**src/rtl/pll_acq_ctrl.sv**
```systemverilog
// pll_acq_ctrl: PFD pulse-width measurement, VCO band search and lock sequencer.
// Define PLL_ACQ_STATS_EN to add the lock_loss_cnt and last_err outputs.
module pll_acq_ctrl #(
  parameter int CNT_W      = 12,
  parameter int BAND_W     = 4,
  parameter int BAND_INIT  = 8,
  parameter int COARSE_THR = 64,
  parameter int SETTLE_PER = 4,
  parameter int COARSE_OK  = 3,
  parameter int LOCK_THR   = 4,
  parameter int LOCK_CNT   = 16,
  parameter int UNLOCK_THR = 16,
  parameter int UNLOCK_CNT = 4,
  parameter int TIMEOUT    = 65535
) (
  input  logic              clk,
  input  logic              reset_n,
  input  logic              start,
  input  logic              ref_in,
  input  logic              up,
  input  logic              down,
  output logic [BAND_W-1:0] band,
  output logic              cp_en,
  output logic              lock,
  output logic              unlock_evt,
  output logic              band_sat,
`ifdef PLL_ACQ_STATS_EN
  output logic [15:0]       lock_loss_cnt,
  output logic [CNT_W-1:0]  last_err,
`endif
  output logic              fault
);

  localparam int SET_W  = $clog2(SETTLE_PER + 1);
  localparam int OK_W   = $clog2(COARSE_OK + 1);
  localparam int GOOD_W = $clog2(LOCK_CNT + 1);
  localparam int BAD_W  = $clog2(UNLOCK_CNT + 1);
  localparam int TO_W   = $clog2(TIMEOUT + 1);

  localparam logic [BAND_W-1:0] BAND_RST = BAND_W'(BAND_INIT);
  localparam logic [BAND_W-1:0] BAND_MAX = '1;
  localparam logic [CNT_W-1:0]  CTHR     = CNT_W'(COARSE_THR);
  localparam logic [CNT_W-1:0]  LTHR     = CNT_W'(LOCK_THR);
  localparam logic [CNT_W-1:0]  UTHR     = CNT_W'(UNLOCK_THR);
  localparam logic [SET_W-1:0]  SET_V    = SET_W'(SETTLE_PER);
  localparam logic [OK_W-1:0]   OK_V     = OK_W'(COARSE_OK);
  localparam logic [GOOD_W-1:0] GOOD_V   = GOOD_W'(LOCK_CNT);
  localparam logic [BAD_W-1:0]  BAD_V    = BAD_W'(UNLOCK_CNT);
  localparam logic [TO_W-1:0]   TO_V     = TO_W'(TIMEOUT);

  typedef enum logic [2:0] {
    S_IDLE,
    S_COARSE,
    S_FINE,
    S_LOCKED,
    S_FAULT
  } state_t;

  logic ref_s1_q, ref_s2_q, ref_s3_q;
  logic up_s1_q, up_s2_q;
  logic dn_s1_q, dn_s2_q;
  logic start_q;
  logic eval_q;

  logic [CNT_W-1:0] up_cnt_q, dn_cnt_q;
  logic [CNT_W-1:0] up_w_q, dn_w_q;
  logic [CNT_W-1:0] up_nxt, dn_nxt;
  logic [CNT_W-1:0] err;

  state_t            state_q, state_d;
  logic [BAND_W-1:0] band_q, band_d;
  logic              sat_q, sat_d;
  logic [SET_W-1:0]  settle_q, settle_d;
  logic [OK_W-1:0]   ok_q, ok_d, ok_inc;
  logic [GOOD_W-1:0] good_q, good_d, good_inc;
  logic [BAD_W-1:0]  bad_q, bad_d, bad_inc;
  logic [TO_W-1:0]   to_q, to_d, to_inc;
  logic              unlock_q, unlock_d;

  logic bnd;
  logic start_rise;
  logic active;
  logic settling, step_up, step_dn;
  logic up_big, dn_big;

  assign bnd        = ref_s2_q & ~ref_s3_q;
  assign start_rise = start & ~start_q;
  assign active     = (state_q == S_COARSE) ||
                      (state_q == S_FINE) ||
                      (state_q == S_LOCKED);

  assign up_nxt = (up_s2_q && up_cnt_q != '1) ?
                  up_cnt_q + 1'b1 : up_cnt_q;
  assign dn_nxt = (dn_s2_q && dn_cnt_q != '1) ?
                  dn_cnt_q + 1'b1 : dn_cnt_q;

  assign err = (up_w_q > dn_w_q) ? up_w_q : dn_w_q;

  assign up_big   = up_w_q > CTHR;
  assign dn_big   = dn_w_q > CTHR;
  assign settling = settle_q != '0;
  assign step_up  = !settling && up_big;
  assign step_dn  = !settling && !up_big && dn_big;

  assign ok_inc   = ok_q + 1'b1;
  assign good_inc = good_q + 1'b1;
  assign bad_inc  = bad_q + 1'b1;
  assign to_inc   = to_q + 1'b1;

  // Input synchronisers, ref edge delay, start edge and eval strobe
  always_ff @(posedge clk or negedge reset_n) begin
    if (!reset_n) begin
      ref_s1_q <= 1'b0;
      ref_s2_q <= 1'b0;
      ref_s3_q <= 1'b0;
      up_s1_q  <= 1'b0;
      up_s2_q  <= 1'b0;
      dn_s1_q  <= 1'b0;
      dn_s2_q  <= 1'b0;
      start_q  <= 1'b0;
      eval_q   <= 1'b0;
    end else begin
      ref_s1_q <= ref_in;
      ref_s2_q <= ref_s1_q;
      ref_s3_q <= ref_s2_q;
      up_s1_q  <= up;
      up_s2_q  <= up_s1_q;
      dn_s1_q  <= down;
      dn_s2_q  <= dn_s1_q;
      start_q  <= start;
      eval_q   <= bnd;
    end
  end

  // Saturating pulse-width counters, latched and restarted per ref period
  always_ff @(posedge clk or negedge reset_n) begin
    if (!reset_n) begin
      up_cnt_q <= '0;
      dn_cnt_q <= '0;
      up_w_q   <= '0;
      dn_w_q   <= '0;
    end else if (bnd) begin
      up_w_q   <= up_nxt;
      dn_w_q   <= dn_nxt;
      up_cnt_q <= '0;
      dn_cnt_q <= '0;
    end else begin
      up_cnt_q <= up_nxt;
      dn_cnt_q <= dn_nxt;
    end
  end

  // Acquisition sequencer next-state and reference watchdog
  always_comb begin
    state_d  = state_q;
    band_d   = band_q;
    sat_d    = sat_q;
    settle_d = settle_q;
    ok_d     = ok_q;
    good_d   = good_q;
    bad_d    = bad_q;
    to_d     = '0;
    unlock_d = 1'b0;
    unique case (state_q)
      S_IDLE, S_FAULT: begin
        if (start_rise) begin
          state_d  = S_COARSE;
          band_d   = BAND_RST;
          sat_d    = 1'b0;
          settle_d = '0;
          ok_d     = '0;
        end
      end
      S_COARSE: begin
        if (eval_q) begin
          unique case (1'b1)
            settling: begin
              settle_d = settle_q - 1'b1;
            end
            step_up: begin
              if (band_q == BAND_MAX) sat_d = 1'b1;
              else band_d = band_q + 1'b1;
              settle_d = SET_V;
              ok_d     = '0;
            end
            step_dn: begin
              if (band_q == '0) sat_d = 1'b1;
              else band_d = band_q - 1'b1;
              settle_d = SET_V;
              ok_d     = '0;
            end
            default: begin
              if (ok_inc == OK_V) begin
                state_d = S_FINE;
                ok_d    = '0;
                good_d  = '0;
              end else begin
                ok_d = ok_inc;
              end
            end
          endcase
        end
      end
      S_FINE: begin
        if (eval_q) begin
          if (err <= LTHR) begin
            if (good_inc == GOOD_V) begin
              state_d = S_LOCKED;
              good_d  = '0;
              bad_d   = '0;
            end else begin
              good_d = good_inc;
            end
          end else begin
            good_d = '0;
          end
        end
      end
      S_LOCKED: begin
        if (eval_q) begin
          if (err > UTHR) begin
            if (bad_inc == BAD_V) begin
              state_d  = S_COARSE;
              settle_d = SET_V;
              ok_d     = '0;
              bad_d    = '0;
              unlock_d = 1'b1;
            end else begin
              bad_d = bad_inc;
            end
          end else begin
            bad_d = '0;
          end
        end
      end
      default: begin
        state_d = S_IDLE;
      end
    endcase
    if (active) begin
      if (bnd) to_d = '0;
      else if (to_inc == TO_V) state_d = S_FAULT;
      else to_d = to_inc;
    end
  end

  // Sequencer state registers
  always_ff @(posedge clk or negedge reset_n) begin
    if (!reset_n) begin
      state_q  <= S_IDLE;
      band_q   <= BAND_RST;
      sat_q    <= 1'b0;
      settle_q <= '0;
      ok_q     <= '0;
      good_q   <= '0;
      bad_q    <= '0;
      to_q     <= '0;
      unlock_q <= 1'b0;
    end else begin
      state_q  <= state_d;
      band_q   <= band_d;
      sat_q    <= sat_d;
      settle_q <= settle_d;
      ok_q     <= ok_d;
      good_q   <= good_d;
      bad_q    <= bad_d;
      to_q     <= to_d;
      unlock_q <= unlock_d;
    end
  end

`ifdef PLL_ACQ_STATS_EN
  logic [15:0]      llc_q;
  logic [CNT_W-1:0] lerr_q;

  // Lock-loss counter and most recent period error
  always_ff @(posedge clk or negedge reset_n) begin
    if (!reset_n) begin
      llc_q  <= '0;
      lerr_q <= '0;
    end else begin
      if (unlock_d && llc_q != 16'hFFFF) llc_q <= llc_q + 16'd1;
      if (eval_q && active) lerr_q <= err;
    end
  end

  assign lock_loss_cnt = llc_q;
  assign last_err      = lerr_q;
`endif

  assign band       = band_q;
  assign band_sat   = sat_q;
  assign unlock_evt = unlock_q;
  assign cp_en      = (state_q == S_FINE) || (state_q == S_LOCKED);
  assign lock       = state_q == S_LOCKED;
  assign fault      = state_q == S_FAULT;

endmodule

```
**config.mk**
```make
export PLATFORM = sky130hd
export DESIGN_NAME = pll_acq_ctrl
export DESIGN_NICKNAME = d
export VERILOG_FILES = /design/src/rtl/pll_acq_ctrl.sv
export SDC_FILE = /design/constraint.sdc
export NUM_CORES = 1
export LEC_CHECK = 0
export CORE_MARGIN = 2
export CORE_UTILIZATION = 62
export CTS_BUF_LIST = sky130_fd_sc_hd__clkbuf_16
export DETAILED_ROUTE_END_ITERATION = 16
export MAX_ROUTING_LAYER = met4
export PLACE_DENSITY_LB_ADDON = 0.15
export SLEW_MARGIN = 20
export SYNTH_ARGS = -nofsm -noshare
export SYNTH_HDL_FRONTEND = slang
export SYNTH_SLANG_ARGS = --single-unit
```
**constraint.sdc**
```tcl
create_clock -name clk -period 3.1 [get_ports clk]
set_input_delay 0.465 -clock clk [delete_from_list [all_inputs] [get_ports clk]]
set_output_delay 0.465 -clock clk [all_outputs]
set_load 0.05 [all_outputs]
```
==> results of run 1 <==
-- registers in the layout (all words and copies together), names as in the netlist, 2 cells and up --
name	count
bad_q	3
band	4
dn_cnt_q	12
dn_w_q	12
good_q	5
ok_q	2
settle_q	3
state_q	3
to_q	16
up_cnt_q	12
up_w_q	12
-- worst max-delay path, stage by stage, from the launching register on --
cell and delay [ns]:
dfrtp_1 0.42, or4_4 0.56, o31a_1 0.29, nor4_2 0.34
ha_1 0.32, a21o_1 0.18, a21oi_1 0.17, xnor2_1 0.11
o21a_1 0.19, o22a_1 0.19
-- power groups by stage --
stage | Clock [W] | Combinational [W] | Sequential (W)
after floorplan | 0 | 0.000771 | 0.00169
after global placement | 0 | 0.00112 | 0.00162
after detailed placement | 0 | 0.00115 | 0.00163
after CTS | 0.00101 | 0.00117 | 0.00161
after global routing | 0.00106 | 0.00130 | 0.00165
final | 0.000989 | 0.00117 | 0.00161
-- placed cells by master (no fill, tap or decap), drive strengths merged, types with 3 or more instances in the layout --
cell and n:
o31a 3, or2 5, a21o 4, mux2 6
clkbuf 9, o21ai 40, nand4 16, a22oi 3
o31ai 6, a211oi 4, nor2 71, inv 30
xnor2 19, a21oi 14, and2 3, clkinv 5
clkdlybuf4s50 13, nor2b 6, nand2 56, nand3 23
xor2 19, nand2b 6, ha 24, mux2i 4
nor3 13, nor3b 3, dfrtp 94, or4 4
buf 4, nor4 14, and3 6
-- kinds of logic after synthesis --
family | count (synthesis)
compound gates | 97
xor+xnor | 38
fa+ha+maj | 25
buf+inv | 43
flops | 95
mux | 10
simple gates | 236
-- area by class of cell --
class / instances / area share
sequential: 95 / 0.423
inverter: 30 / 0.0200
clock inverter: 7 / 0.00711
multi-input combinational: 406 / 0.456
timing repair buffer: 17 / 0.0307
clock buffer: 9 / 0.0400
tap: 105 / 0.0233
-- metal layers --
metal / GRT usage / up-vias / wire (um)
met5: - / - / 0
met4: 0.103 / 0 / 227
met3: 0.0439 / 28 / 354
met2: 0.413 / 79 / 4930
met1: 0.331 / 1935 / 4560
li1: - / 1949 / -
-- path summary, 6_finish.rpt --
path / from / endpoint / slack [ns] / cells after the start
max: up_w_q[0] / band[3] / 0.28 / 9
min: reset_n / up_cnt_q[6] / 0.13 / 1
max reg2reg: up_w_q[0] / band[3] / 0.28 / 9
min reg2reg: ref_s1_q / ref_s2_q / 0.35 / 0
max in group asynchronous: reset_n / dn_cnt_q[11] / 2.31 / 2
min in group clk: ref_s1_q / ref_s2_q / 0.35 / 0
-- metrics by stage --
stage	cell area [um^2]	util	hold WS [ns]	instances
3_3_place_gp	5360	0.659	0.333	653
5_1_grt	5630	0.692	0.196	669
6_report	5630	0.692	0.133	669
2_1_floorplan	5130	-	0.169	544
3_5_place_dp	5360	0.659	0.335	653
4_1_cts	5630	0.692	0.161	669
==> metrics.md, run 1 <==
| Metric | Value |
|---|---|
| WS Path Type | `reg2reg` |
| Post-synth EDFFs | `0` |
| Top cell type's share of synthesized area | `0.459` |
| Max-slew headroom | `0.489` |
| DR DRC count | `0` |
| Unrepaired setup endpoints after global routing | `no` |
| CTS tree | `done` |
| Worst EP arrival | `3.09 ns` |
| GRT overflow | `0` |
| Input/output buffers | `14` |
| Placement-stage worst setup slack | `0.270 ns` |
| Syn nets | `575` |
| Die area | `0.00901 mm^2` |
| Antenna Nets Post-Route | `0` |
| Pleak | `2.47 nW` |
| Asr flop ratio synth | `1.00` |
| Sw power | `0.00136 W` |
| Die width | `94.9 um` |
| VDD IR max | `0.460 mV` |
| Drt via density | `5.97` |
| Initial Util | `0.630` |
| # fillers | `655` |
| # setup viols final | `0` |
| Clock share of power | `0.262` |
| Share of cells above drive strength 1 | `0.0727` |
| Post-CTS Setup Bufs | `0` |
| Post-cts sizing count | `0` |
| DR WL/cell | `15.1 um` |
| Post-synthesis xor/xnor area fraction | `0.0649` |
| CTS Sinks | `95` |
| Syn_area_per_cell | `9.42 um^2` |
| Switching Share | `0.360` |
| #FFs+latches synth | `95` |
| GRT Overall Usage | `0.259` |
| Post-synthesis simple-gate area fraction | `0.227` |
| Top cells by area, synth | `dfrtp_1 46%, ha_1 5.9%, nor2_1 5.1%, nand2_1 4.1%, o21ai_0 3.8%` |
| Pin count of the biggest net entering global routing | `50` |
| Syn Inst Count | `544` |
| Final-report max-slew violation count | `0` |
| Cell-internal power | `0.00241 W` |
| Max FO, Critical Path | `4` |
| Worst-path clk slew | `0.07 ns` |
| Status | `complete, no violations` |
| Final nets | `590` |
| Main combinational cell family by area after synthesis | `simple AND/OR/NAND/NOR gates` |
| Synthesized area | `0.00513 mm^2` |
| Post-synthesis cell type count | `63` |
| Tcrit/Tclk final | `0.911` |
| Power per Cell Area | `670 mW/mm^2` |
| Dpl hpwl | `7410 um` |
| Setup ws final | `0.275 ns` |
| Max_cap viols | `0` |
| Max Freq | `354 MHz` |
| Tot Pwr | `0.00377 W` |
| Top FF cell, synth | `dfrtp_1` |
| Post-synthesis compound-gate area fraction | `0.125` |
| Post-synthesis mux area share | `0.0210` |
| Sequential share of power | `0.428` |
| Synth Warn # | `0` |
| Top cells by count, synth | `94 x dfrtp_1, 70 x nor2_1, 56 x nand2_1` |
| Vias in the first global route | `3969` |
| Root Buffer | `clkbuf_16` |
| Clock tree buffer depth | `2` |
| Num ports | `15` |
| Skew-Pair Late Insertion Delay | `0.34 ns` |
| Worst-margin pin slew | `0.754 ns` |
| Setup TNS | `0 ns` |
| FP Rows | `33` |
| Die height | `94.9 um` |
| Sequential cell area | `0.00238 mm^2` |
| Adder-Cell Fraction of Synth Area | `0.0625` |
| Iteration-0 DRC count of the detailed router | `181` |
| Area of the multi-input gates | `0.00257 mm^2` |
| Fin crit period | `2.82 ns` |
| Comb pwr share | `0.310` |
| First-pass GRT wire length | `17900 um` |
| Top-count cell post-synth | `dfrtp_1` |
| Total Wirelength | `10100 um` |
| ANT cells | `0` |
| Post-synth top area cell | `dfrtp_1` |
| CTS buffer count | `9` |
| Crit path required time | `3.36 ns` |
| Layout Area Growth over Synthesis | `9.81%` |
| Clk_skew | `0.00818 ns` |
| Placer Congestion | `0.882` |
| CTS H-tree lvls | `3` |
| Initial antenna violation count | `0` |
| Seq/Total Area, Yosys | `0.464` |
| CP Capture Type | `flop` |
| Final Hold Viols | `0` |
| First-pass DRT Iterations | `5` |
| Hold WC Path Type | `in2async` |
| Core outline area | `0.00813 mm^2` |
| Critical Path Start Type | `flop` |
| Routed via count | `3991` |
| Hold buffers post-CTS | `0` |
(Power assumes the default switching activity.)
==> run 2: changes to the inputs <==
ABC_AREA = 0   (was unset)
==> results of run 2 <==
Final layout, timing and power as in run 1 (identical DEF).
==> RTL change (config.mk and constraints of run 1) <==
The option `PLL_ACQ_STATS_EN` is turned on by a define.
--- a/src/rtl/pll_acq_ctrl.sv
+++ b/src/rtl/pll_acq_ctrl.sv
@@ -2,2 +2,4 @@
 // Define PLL_ACQ_STATS_EN to add the lock_loss_cnt and last_err outputs.
+`define PLL_ACQ_STATS_EN
+
 module pll_acq_ctrl #(
Behaviour (old outputs only; new: last_err and lock_loss_cnt): unchanged (Yosys induction, for registers that start in step).
==> RTL change against run 1 <==
Combinational power rose by 29%. Power grew 43%. Routed wire length grew 38%. Cell area increased by 35%. Clock skew grew 0.0046 ns. Worst setup slack worse by 0.10 ns. Area after synthesis up 25%. Sequential cell count up 28.
==> RTL change: results (changes against run 1) <==
- Status: complete, no violations (unchanged)
- CP arrival: 3.24 ns (was 3.09 ns)
- First-pass GRT wire length: 23.6 mm (was 17.9 mm)
- Switching Fraction: 0.350 (was 0.360)
- CP max-delay cell: a221o_2 (was or4_4)
- Routed WL: 13.9 mm (was 10.1 mm)
- Max incr delay on CP: 0.50 ns (was 0.56 ns)
- Slew headroom: 0.530 (was 0.489)
- Syn_area_per_cell: 9.47 um2 (was 9.42 um2)
- DR WL/cell: 15.8 um (was 15.1 um)
- Fillers: 736 (was 655)
- Synthesis-stage register bit count: 123 (was 95)
- CTS tree: built (unchanged)
- Sequential cell area share: 0.405 (was 0.423)
- Vias in the first global route: 4996 (was 3969)
- Placed Cells incl. Taps: 847 (was 653)
- Pre-antenna DRT Iters: 7 (was 5)
- Top cells by count, synth: dfrtp_1 (122), nand2_1 (81), nor2_1 (77) (was dfrtp_1 (94), nor2_1 (70), nand2_1 (56))
- M1 GR Usage: 0.353 (was 0.331)
- DRT met1 WL: 6.40 mm (was 4.56 mm)
- # clk buffers: 17 (was 9)
- Cell Area, Placed: 7020 um2 (was 5360 um2)
- Pre-CTS setup slack: 0.157 ns (was 0.270 ns)
- Met3 WL: 535 um (was 354 um)
- CP delay by family, top: simple AND/OR/NAND/NOR gates (was compound AO/OA/AOI/OAI gates)
- Met2 usage: 0.421 (was 0.413)
- Via count: 5083 (was 3991)
- Layout cells sized above 1: 0.0914 (was 0.0727)
- Largest net degree at the start of global routing: 53 (was 50)
- Clock buf/inv share: 0.0755 (was 0.0471)
- IO buf count: 42 (was 14)
- Register area: 3080 um2 (was 2380 um2)
- Final nets: 763 (was 590)
- Worst IR Drop VDD: 0.000561 V (was 0.000460 V)
- Leading post-synthesis cells by cell area: dfrtp_1 (48%), ha_1 (4.9%), nand2_1 (4.7%) (was dfrtp_1 (46%), ha_1 (5.9%), nor2_1 (5.1%))
- Non-clk bufs: 56 (was 17)
- Ys Warns: 0 (unchanged)
- H-tree depth: 4 (was 3)
- Synth Net Count: 710 (was 575)
- Total track usage: 0.274 (was 0.259)
- LEAKAGE: 3.41 nW (was 2.47 nW)
- Post-synth EDFFs: 0 (unchanged)
- Clk_lat worst skew: 0.43 ns (was 0.34 ns)
- Combinational power: 1.51 mW (was 1.17 mW)
- Ys async rst share: 1.00 (unchanged)
- Crit path max fanout: 16 (was 4)
- Setup Skew: 0.0128 ns (was 0.00818 ns)
- Post-synth cell types: 66 (was 63)
- Non-clock buffer share of cell area: 0.0704 (was 0.0307)
- Detail Route met2 WL: 6.68 mm (was 4.93 mm)
- Core Util, Final: 0.747 (was 0.692)
- P_int: 3.51 mW (was 2.41 mW)
- Met3 Use GR: 0.0680 (was 0.0439)
- Sequential power share: 0.368 (was 0.428)
- Placer's final routability congestion estimate: 0.948 (was 0.882)
- Final HPWL DP: 9.73 mm (was 7.41 mm)
- Multi-input gates: 503 (was 406)
- Multi-input combinational area share: 0.412 (was 0.456)
- Post-synthesis sequential area ratio: 0.479 (was 0.464)
- Initial DRC count: 292 (was 181)
[RTL change: cells by family (layout without fill, tap and decap cells)]
family | Yosys count | count (layout) | synth area share
buf+inv | 52 | 118 | 0.0341
mux | 9 | 9 | 0.0146
flops | 123 | 123 | 0.479
simple gates | 296 | 296 | 0.230
xor+xnor | 55 | 55 | 0.0750
compound gates | 117 | 117 | 0.115
fa+ha+maj | 26 | 26 | 0.0518
[RTL change: final timing paths]
kind,from,to,slack [ns],cells past startpoint
worst max register to register,up_w_q[1],lock_loss_cnt[1],0.17,8
worst max-delay path,up_w_q[1],lock_loss_cnt[1],0.17,8
worst min-delay path,reset_n,ok_q[0],0.08,1
worst min register to register,dn_s1_q,dn_s2_q,0.35,0
min in group clk,dn_s1_q,dn_s2_q,0.35,0
max in group asynchronous,reset_n,to_q[9],2.20,2
[RTL change: repair_timing]
action,in CTS,in global routing
setup endpoints to repair,0,13
setup buffers,0,1
gates resized for setup,0,3
hold buffers,0,0
